--- config.mk ---
export PLATFORM = sky130hd
export DESIGN_NAME = me_mb_scheduler_flat
export DESIGN_NICKNAME = d
export VERILOG_FILES = /design/src/rtl/me_mb_scheduler_if.sv /design/src/rtl/me_mb_scheduler.sv /design/src/flat_wrapper.sv
export SDC_FILE = /design/constraint.sdc
export NUM_CORES = 1
export LEC_CHECK = 0
export BUFFER_PORTS_ARGS = -buffer_cell sky130_fd_sc_hd__buf_4
export CORE_ASPECT_RATIO = 1.2
export CORE_UTILIZATION = 60
export CTS_BUF_LIST = sky130_fd_sc_hd__clkbuf_4
export DETAILED_ROUTE_END_ITERATION = 7
export GPL_ROUTABILITY_DRIVEN = 1
export PLACE_DENSITY = 0.91
export SETUP_SLACK_MARGIN = 0.3
export SLEW_MARGIN = 20
export SYNTH_ARGS = -nofsm -noshare
export SYNTH_HDL_FRONTEND = slang
export SYNTH_SLANG_ARGS = --single-unit
--- constraint.sdc ---
create_clock -name clk -period 17 [get_ports clk]
set_input_delay 0.85 -clock clk [delete_from_list [all_inputs] [get_ports clk]]
set_output_delay 0.85 -clock clk [all_outputs]
set_load 0.02 [all_outputs]
--- src/rtl/me_mb_scheduler_if.sv ---
// Bus bundle between the ME macroblock scheduler and its environment:
// frame control, the ME core handshake and the result stream.
// When ME_SCHED_TOTAL_SAD_EN is defined the bundle also carries the frame SAD total.
interface me_mb_scheduler_if;
    logic        start_i;
    logic        abort_i;
    logic        busy_o;
    logic        done_o;
    logic        me_rst_o;
    logic        me_en_o;
    logic        me_valid_i;
    logic [13:0] me_sad_i;
    logic [4:0]  me_row_i;
    logic [4:0]  me_col_i;
    logic [7:0]  mb_x_o;
    logic [7:0]  mb_y_o;
    logic [31:0] cur_base_o;
    logic [31:0] ref_base_o;
    logic        mv_valid_o;
    logic        mv_ready_i;
    logic [45:0] mv_data_o;
`ifdef ME_SCHED_TOTAL_SAD_EN
    logic [23:0] sched_sad_total_o;
`endif

    // scheduler side
    modport master (
        input  start_i, abort_i, me_valid_i, me_sad_i, me_row_i, me_col_i, mv_ready_i,
        output busy_o, done_o, me_rst_o, me_en_o, mb_x_o, mb_y_o,
        output cur_base_o, ref_base_o, mv_valid_o, mv_data_o
`ifdef ME_SCHED_TOTAL_SAD_EN
        , output sched_sad_total_o
`endif
    );

    // frame control / ME core / consumer side
    modport slave (
        output start_i, abort_i, me_valid_i, me_sad_i, me_row_i, me_col_i, mv_ready_i,
        input  busy_o, done_o, me_rst_o, me_en_o, mb_x_o, mb_y_o,
        input  cur_base_o, ref_base_o, mv_valid_o, mv_data_o
`ifdef ME_SCHED_TOTAL_SAD_EN
        , input sched_sad_total_o
`endif
    );
endinterface

--- src/rtl/me_mb_scheduler.sv ---
// Frame-level sequencer for the ME core: walks the macroblock grid in raster
// order, restarts/enables the ME core per macroblock and queues each result
// in a small FIFO drained by valid/ready.
// Optional: define ME_SCHED_TOTAL_SAD_EN to add a saturating frame SAD sum
// on sched_sad_total_o.
//
// state  | meaning
// IDLE   | waiting for start_i
// WAITQ  | waiting for a free FIFO slot before launching the next MB
// LAUNCH | one-cycle synchronous restart of the ME core
// RUN    | ME core enabled, waiting for its data_valid
// STORE  | push captured result, advance raster or finish the frame
module me_mb_scheduler #(
    parameter int MB_COLS    = 4,
    parameter int MB_ROWS    = 4,
    parameter int CUR_STRIDE = 64,
    parameter int REF_STRIDE = 256,
    parameter int FIFO_DEPTH = 4
) (
    input  logic clk,
    input  logic rst,
    me_mb_scheduler_if.master bus
);

    localparam int AW = $clog2(FIFO_DEPTH);
    localparam int CW = AW + 1;

    typedef enum logic [2:0] {
        S_IDLE,
        S_WAITQ,
        S_LAUNCH,
        S_RUN,
        S_STORE
    } state_t;

    state_t state;
    state_t state_nxt;

    logic [7:0]    mb_x;
    logic [7:0]    mb_y;
    logic [13:0]   cap_sad;
    logic [4:0]    cap_row;
    logic [4:0]    cap_col;
    logic [45:0]   fifo_mem [FIFO_DEPTH];
    logic [AW-1:0] wr_ptr;
    logic [AW-1:0] rd_ptr;
    logic [CW-1:0] fifo_cnt;
    logic [31:0]   mb_idx;
    logic [45:0]   entry;
    logic          last_mb;
    logic          start_ok;
    logic          push;
    logic          pop;

    assign last_mb  = (mb_x == 8'(MB_COLS - 1)) && (mb_y == 8'(MB_ROWS - 1));
    assign start_ok = (state == S_IDLE) && bus.start_i && !bus.abort_i;
    // an abort in STORE flushes the FIFO anyway, so the push is suppressed
    assign push     = (state == S_STORE) && !bus.abort_i;
    assign pop      = (fifo_cnt != '0) && bus.mv_ready_i;
    assign entry    = {mb_y, mb_x, cap_sad, 3'b000, cap_row, 3'b000, cap_col};

    // state register
    always_ff @(posedge clk or posedge rst) begin
        if (rst) state <= S_IDLE;
        else     state <= state_nxt;
    end

    // next-state logic; abort overrides every transition
    always_comb begin
        state_nxt = state;
        if (bus.abort_i) begin
            state_nxt = S_IDLE;
        end else begin
            case (state)
                S_IDLE:   if (bus.start_i) state_nxt = S_WAITQ;
                S_WAITQ:  if (fifo_cnt < CW'(FIFO_DEPTH)) state_nxt = S_LAUNCH;
                S_LAUNCH: state_nxt = S_RUN;
                S_RUN:    if (bus.me_valid_i) state_nxt = S_STORE;
                S_STORE:  state_nxt = last_mb ? S_IDLE : S_WAITQ;
                default:  state_nxt = S_IDLE;
            endcase
        end
    end

    // Moore-style control outputs decoded from the current state
    always_comb begin
        bus.busy_o   = (state != S_IDLE);
        bus.me_rst_o = (state == S_LAUNCH);
        bus.me_en_o  = (state == S_RUN);
        bus.done_o   = (state == S_STORE) && last_mb && !bus.abort_i;
    end

    // raster position: cleared on start, advanced after each non-final push
    always_ff @(posedge clk or posedge rst) begin
        if (rst) begin
            mb_x <= '0;
            mb_y <= '0;
        end else if (start_ok) begin
            mb_x <= '0;
            mb_y <= '0;
        end else if (push && !last_mb) begin
            if (mb_x == 8'(MB_COLS - 1)) begin
                mb_x <= '0;
                mb_y <= mb_y + 8'd1;
            end else begin
                mb_x <= mb_x + 8'd1;
            end
        end
    end

    // capture the ME result on data_valid while running
    always_ff @(posedge clk or posedge rst) begin
        if (rst) begin
            cap_sad <= '0;
            cap_row <= '0;
            cap_col <= '0;
        end else if ((state == S_RUN) && bus.me_valid_i && !bus.abort_i) begin
            cap_sad <= bus.me_sad_i;
            cap_row <= bus.me_row_i;
            cap_col <= bus.me_col_i;
        end
    end

    // result FIFO; abort flushes it, start deliberately does not
    always_ff @(posedge clk or posedge rst) begin
        if (rst) begin
            wr_ptr   <= '0;
            rd_ptr   <= '0;
            fifo_cnt <= '0;
            for (int i = 0; i < FIFO_DEPTH; i++) fifo_mem[i] <= '0;
        end else if (bus.abort_i) begin
            wr_ptr   <= '0;
            rd_ptr   <= '0;
            fifo_cnt <= '0;
        end else begin
            if (push) begin
                fifo_mem[wr_ptr] <= entry;
                wr_ptr           <= wr_ptr + 1'b1;
            end
            if (pop) rd_ptr <= rd_ptr + 1'b1;
            case ({push, pop})
                2'b10:   fifo_cnt <= fifo_cnt + 1'b1;
                2'b01:   fifo_cnt <= fifo_cnt - 1'b1;
                default: fifo_cnt <= fifo_cnt;
            endcase
        end
    end

    assign mb_idx         = {24'd0, mb_y} * 32'(MB_COLS) + {24'd0, mb_x};
    assign bus.cur_base_o = mb_idx * 32'(CUR_STRIDE);
    assign bus.ref_base_o = mb_idx * 32'(REF_STRIDE);
    assign bus.mb_x_o     = mb_x;
    assign bus.mb_y_o     = mb_y;
    assign bus.mv_valid_o = (fifo_cnt != '0);
    assign bus.mv_data_o  = fifo_mem[rd_ptr];

`ifdef ME_SCHED_TOTAL_SAD_EN
    logic [23:0] sad_total;
    logic [24:0] sad_sum;

    assign sad_sum = {1'b0, sad_total} + {11'd0, cap_sad};

    // saturating frame SAD accumulator, summed as each result is pushed
    always_ff @(posedge clk or posedge rst) begin
        if (rst) begin
            sad_total <= '0;
        end else if (bus.abort_i || start_ok) begin
            sad_total <= '0;
        end else if (push) begin
            sad_total <= sad_sum[24] ? 24'hFFFFFF : sad_sum[23:0];
        end
    end

    assign bus.sched_sad_total_o = sad_total;
`endif

endmodule

--- src/flat_wrapper.sv ---
// flat-port wrapper written by rule: the top's interface ports become plain ports
module me_mb_scheduler_flat 
#(
    parameter int MB_COLS    = 4,
    parameter int MB_ROWS    = 4,
    parameter int CUR_STRIDE = 64,
    parameter int REF_STRIDE = 256,
    parameter int FIFO_DEPTH = 4
)
  (clk, rst, bus_start_i, bus_abort_i, bus_me_valid_i, bus_me_sad_i, bus_me_row_i, bus_me_col_i, bus_mv_ready_i, bus_busy_o, bus_done_o, bus_me_rst_o, bus_me_en_o, bus_mb_x_o, bus_mb_y_o, bus_cur_base_o, bus_ref_base_o, bus_mv_valid_o, bus_mv_data_o);
  me_mb_scheduler_if bus_i ();
  input  logic clk;
  input  logic rst;
  input wire logic [$bits(bus_i.start_i)-1:0] bus_start_i;
  input wire logic [$bits(bus_i.abort_i)-1:0] bus_abort_i;
  input wire logic [$bits(bus_i.me_valid_i)-1:0] bus_me_valid_i;
  input wire logic [$bits(bus_i.me_sad_i)-1:0] bus_me_sad_i;
  input wire logic [$bits(bus_i.me_row_i)-1:0] bus_me_row_i;
  input wire logic [$bits(bus_i.me_col_i)-1:0] bus_me_col_i;
  input wire logic [$bits(bus_i.mv_ready_i)-1:0] bus_mv_ready_i;
  output wire logic [$bits(bus_i.busy_o)-1:0] bus_busy_o;
  output wire logic [$bits(bus_i.done_o)-1:0] bus_done_o;
  output wire logic [$bits(bus_i.me_rst_o)-1:0] bus_me_rst_o;
  output wire logic [$bits(bus_i.me_en_o)-1:0] bus_me_en_o;
  output wire logic [$bits(bus_i.mb_x_o)-1:0] bus_mb_x_o;
  output wire logic [$bits(bus_i.mb_y_o)-1:0] bus_mb_y_o;
  output wire logic [$bits(bus_i.cur_base_o)-1:0] bus_cur_base_o;
  output wire logic [$bits(bus_i.ref_base_o)-1:0] bus_ref_base_o;
  output wire logic [$bits(bus_i.mv_valid_o)-1:0] bus_mv_valid_o;
  output wire logic [$bits(bus_i.mv_data_o)-1:0] bus_mv_data_o;
  assign bus_i.start_i = bus_start_i;
  assign bus_i.abort_i = bus_abort_i;
  assign bus_i.me_valid_i = bus_me_valid_i;
  assign bus_i.me_sad_i = bus_me_sad_i;
  assign bus_i.me_row_i = bus_me_row_i;
  assign bus_i.me_col_i = bus_me_col_i;
  assign bus_i.mv_ready_i = bus_mv_ready_i;
  assign bus_busy_o = bus_i.busy_o;
  assign bus_done_o = bus_i.done_o;
  assign bus_me_rst_o = bus_i.me_rst_o;
  assign bus_me_en_o = bus_i.me_en_o;
  assign bus_mb_x_o = bus_i.mb_x_o;
  assign bus_mb_y_o = bus_i.mb_y_o;
  assign bus_cur_base_o = bus_i.cur_base_o;
  assign bus_ref_base_o = bus_i.ref_base_o;
  assign bus_mv_valid_o = bus_i.mv_valid_o;
  assign bus_mv_data_o = bus_i.mv_data_o;
  me_mb_scheduler #(.MB_COLS(MB_COLS), .MB_ROWS(MB_ROWS), .CUR_STRIDE(CUR_STRIDE), .REF_STRIDE(REF_STRIDE), .FIFO_DEPTH(FIFO_DEPTH)) u_core (.clk(clk), .rst(rst), .bus(bus_i));
endmodule
---- After elaboration in Yosys (flattened, before gate mapping) ----
Index checks and enable logic that the tools add are counted.
cells by class
  $lt $le $gt $ge ......................... 4
  bitwise operators ....................... 3
  equal/unequal tests ..................... 11
  add/subtract/negate cells ............... 7
  multiplexer cells ....................... 24
  reductions and logical operators ........ 24
operator list
  operator                                        number
  bitwise mux 184 bit                             1
  two-way mux 46 bit                              3
  binary-select mux 46 bit (select 2 bit)         1
  demux 46 bit (select 2 bit)                     1
  two-way mux 8 bit                               6
  adder 8 x 1 -> 8 bit (second input constant)    2
  == test 8 x 2 -> 1 bit (second input constant)  2
  two-way mux 3 bit                               5
  one-hot mux 3 bit (5 select lines)              1
  adder 10 x 8 -> 11 bit                          1
  logical AND 1 bit                               11
  nonzero test 3 bit                              3
  two-way mux 2 bit                               4
  nonzero test 2 bit                              4
  == test 3 x 2 -> 1 bit (second input constant)  2
  >= comparator 3 bit (second input constant)     2
  != test 3 bit (second input constant)           2
  NOT 2 -> 3 bit                                  2
  one-hot mux 3 bit (2 select lines)              1
  adder 2 x 1 -> 2 bit (second input constant)    2
  AND reduction 2 bit                             2
  adder 3 x 1 -> 3 bit (second input constant)    1
  == test 3 x 1 -> 1 bit (second input constant)  1
  == test 3 bit (second input constant)           1
  11 further kinds                                12
word-level totals
  bits in registers ....................... 234
  output and inout bits ................... 131
  bits of input ports ..................... 30

---- Logic depth before layout (Yosys ltp) ----
  depth in word-level cells ............... 6
  mapped depth ............................ 8
  mapped depth without buffers ............ 6

---- Worst setup path after synthesis ----
No wires, ideal clock.
  path kind ............................... register to output
  start point ............................. register u_core.mb_y[0], in the netlist u_core.bus.mb_y_o[0]
  end point ............................... output port bus_ref_base_o[16]
  setup slack ............................. 13.696 ns
  stages on the path, launching flop included .. 8
  arrival ................................. 2.454 ns
  data required time ...................... 16.150 ns
  path buffers ............................ 1
  path through ............................ dfrtp_1 -> ha_1 -> fa_1 -> a21o_1 -> a21o_1 -> a2111o_1 -> o2111ai_1 -> buf_4
between the ends
  word-level cells in the longest chain between the ends .. 1
ends and longest elaborated chain
  element                 line                    RTL
  from (decl)             me_mb_scheduler.sv:40   logic [7:0] mb_y;
  from (signal assigned)  me_mb_scheduler.sv:104  mb_y <= mb_y + 8'd1;
  adder 10 x 8 -> 11 bit  me_mb_scheduler.sv:149  assign mb_idx = {24'd0, mb_y} * 32'(MB_COLS) + {24'd0, mb_x};
  to (decl)               flat_wrapper.sv:28      output wire logic [$bits(bus_i.ref_base_o)-1:0] bus_ref_base_o;
Every way passes these cells.

---- Worst setup path in the final report ----
  start point ............................. register u_core.mb_x[2], in the netlist u_core.bus.mb_x_o[2]
  end point ............................... output port bus_ref_base_o[16]
between the ends
  word-level cells in the longest chain between the ends .. 1
ends and longest elaborated chain
  element                 line                    RTL
  from (decl)             me_mb_scheduler.sv:39   logic [7:0] mb_x;
  from (signal assigned)  me_mb_scheduler.sv:106  mb_x <= mb_x + 8'd1;
  adder 10 x 8 -> 11 bit  me_mb_scheduler.sv:149
Every way passes these cells.

==> flow_summary.toml <==
[run_status]
status = "complete, no violations"

[timing]
setup_tns_ns = 0
rsz0062_at_grt = "no"
setup_viol = 0
fin_skew_ns = 0.0406
fmax_mhz = 254
fin_crit_sh = 0.231
tightest_slew_ns = 0.959
hold_violations = 0
period_needed_ns = 3.93
slew_headroom = 0.361
final.setup.worst_slack_ns = 13.07
finalMaxSlewViolations = 0

[critical_path]
crit_path_end_kind = "output port"
reg2reg_slack_ns = 14.19
startpoint_type = "register"
reg2reg_to = "u_core.fifo_mem[95]$_DFFE_PP0P_"
cp_num_buf_inv = 1
slowest_delay_ns = 0.55
cp_cell_sequence = "ha_1, fa_1, a21o_1, a21o_1, a2111o_1, o2111ai_1, buf_4"
crit_top_cell = "a21o_1"
path_class = "register to output port"
ff2ff_path_depth = 4
cp_top_family = "compound AO/OA/AOI/OAI gates"
crit-reg2reg-launch = "u_core.state[0]$_DFFE_PP0P_"
slowest_stage = "dfrtp_1"
required_ns = 16.15
crit_arrival_ns = 3.08
cp_max_fo = 13

[floorplanning]
die_w_um = 120
rows = 51
core_sq_um = 16300
ios = 161
die_area_sq_um = 17200
start_util = 0.614
fp.dieH_um = 143

[cts]
clk_pin_slew_worst_paths_ns = 0.06
cts_hold_buf = 0
clockBufferDepth = 3
cts_tree = "built"
cts_resized = 0
post-cts-setup-buffer-count = 0
clkLatencyLatePin_ns = 0.64
root_buffer = "clkbuf_4"
cts.sink_count = 210
numCtsBuffers = 52
cts-htree-levels = 2

[synth]
yosysWarnings = 0
ys_async_sr_fraction = 1.00
ys.flop_type = "dfrtp_1"
synth_cells = 712
ys_seq_area_frac = 0.526
synth_cell_types = 49
synth_edf_count = 0
synth-seq-cells = 210
avgSynthCellArea_sq_um = 14.0
syn-cell-area_sq_um = 9990

[detailed_routing]
wirelength_mm = 20.1
avgViaCountPerCell = 5.63
met1_length_mm = 8.03
remaining_drc_errors = 0
routedWlPerCell_um = 18.8
drt_pass1_iterations = 5
vias = 6023
top_layer = "met4"
wl_met3_mm = 1.08
wl_met2_mm = 10.7
drtIter0Drc = 307
ant_nets = 0

[pwr]
power.leakage_nw = 5.79
p_per_area_nw_per_um2 = 98.7
peakVddDrop_uv = 117

[flow_run]
cap_violations = 0

[worst_hold_path]
holdCritPathClass = "primary input to asynchronous set/reset pin"

[global_route]
first_global_vias = 6452
grt_usage = 0.247
grt_pass1_wl_mm = 32.7
overflow = 0
antenna_found_initial = 1
grt_max_degree = 135

[finish]
n_fill_cell = 1180
final_cells = 1070
drive_above_1_share = 0.490
nNetsFinal = 873
syn_to_final_growth_pct = 12.9
multi_input_area_sq_um = 4240
seq_area_sq_um = 5260
utilization = 0.693

[place]
io_buffers = 112
gp_congestion = 0.855
dp_slack_ns = 13.48
dp_hpwl_mm = 12.6
place_inst = 987
[worst max path at each step]
stage                                             to                             start  cells past startpoint  slack (ns)
CTS                               bus_ref_base_o[16]  u_core.bus.mb_x_o[2]$_DFFE_PP0P_                      7       13.03
floorplan           u_core.bus.mb_x_o[0]$_DFFE_PP0P_                               rst                      1       10.41
global route                      bus_ref_base_o[16]  u_core.bus.mb_x_o[2]$_DFFE_PP0P_                      7       12.95
detailed placement                        bus_done_o                       bus_abort_i                      5       13.48
finish                            bus_ref_base_o[16]  u_core.bus.mb_x_o[2]$_DFFE_PP0P_                      7       13.07
global placement                          bus_done_o                       bus_abort_i                      5       13.56
[cell usage in the layout (no fill, tap or decap), drive strengths merged, types with 10 or more instances in the layout]
master  instances
a21oi          11
buf           119
clkbuf         71
conb           48
dfrtp         210
ha             12
inv            12
mux2          177
mux4           40
nand2          19
nor2           23
nor3           10
o21ai          15
xor2           11
[layer usage]
layer | vias up | track usage
li1 | 2713 | -
met1 | 3104 | 0.305
met2 | 178 | 0.427
met5 | - | 0
met4 | 0 | 0.0849
met3 | 28 | 0.0591
[stage by stage]
step           instance area [sq um]  hold WS [ns]  total power [W]
2_1_floorplan                  10200         0.445         0.000703
3_3_place_gp                   10700         0.458         0.000739
3_5_place_dp                   10700         0.469         0.000747
4_1_cts                        11300         0.395          0.00113
5_1_grt                        11300         0.390          0.00117
6_report                       11300         0.431          0.00111
[cells by family (layout without fill, tap and decap cells)]
family / after synthesis / count (layout) / synth area share
AO/OA/AOI/OAI: 41 / 41 / 0.0254
XOR/XNOR: 16 / 16 / 0.0140
adder cells (fa/ha/maj): 14 / 14 / 0.0190
buffers and inverters: 113 / 211 / 0.0684
flip-flops: 210 / 210 / 0.526
multiplexers: 219 / 219 / 0.292
other: 1 / 49 / 0.000375
AND/OR/NAND/NOR: 98 / 98 / 0.0549
[power breakdown]
part	switching [W]	internal [W]
clock	0.000188	0.000190
combinational	0.0000633	0.0000746
sequential	0.0000617	0.000536
total	0.000313	0.000800
[cells in the mapped netlist (all sizes together), types with 2 or more instances]
| library cell | number | share of area |
|---|---|---|
| nor2b | 2 | 0.0013 |
| inv | 10 | 0.0038 |
| mux2 | 177 | 0.20 |
| fa | 2 | 0.0040 |
| nand3b | 2 | 0.0015 |
| mux4 | 40 | 0.090 |
| a21oi | 11 | 0.0055 |
| and4 | 2 | 0.0018 |
| o21ai | 15 | 0.0075 |
| mux2i | 2 | 0.0020 |
| nand2 | 19 | 0.0071 |
| a21o | 3 | 0.0023 |
| nand3 | 6 | 0.0030 |
| or4b | 4 | 0.0040 |
| nand4 | 7 | 0.0044 |
| xor2 | 11 | 0.0096 |
| or3 | 7 | 0.0044 |
| nor3b | 3 | 0.0028 |
| nor2 | 23 | 0.0086 |
| ha | 12 | 0.015 |
| nor4b | 2 | 0.0039 |
| clkbuf | 11 | 0.0041 |
| buf | 92 | 0.061 |
| and3 | 4 | 0.0025 |
| nor4 | 3 | 0.0019 |
| nor3 | 10 | 0.0050 |
| dfrtp | 210 | 0.53 |
| xnor2 | 5 | 0.0044 |
[worst register-to-register path: cells and delay by family (launching register included)]
family | cells | cell delay (ns)
AND/OR/NAND/NOR | 2 | 1.43
flip-flops | 1 | 0.50
buffers and inverters | 1 | 0.46
multiplexers | 1 | 0.32
[final cells by class]
cell class	count	share of cell area
sequential	210	0.466
multi-input combinational	436	0.376
timing repair buffer	119	0.0792
clock buffer	71	0.0473
tap	212	0.0235
inverter	10	0.00399
clock inverter	11	0.00377
antenna	1	0.000222
[flip-flops by register name, summed over array words and instances, names as in the netlist, 3 cells and up]
name               count
u_core.fifo_mem      160
u_core.cap_sad        14
u_core.bus.mb_x_o      8
u_core.bus.mb_y_o      8
u_core.cap_col         5
u_core.cap_row         5
u_core.fifo_cnt        3
u_core.state           3
(Power assumes the default switching activity.)
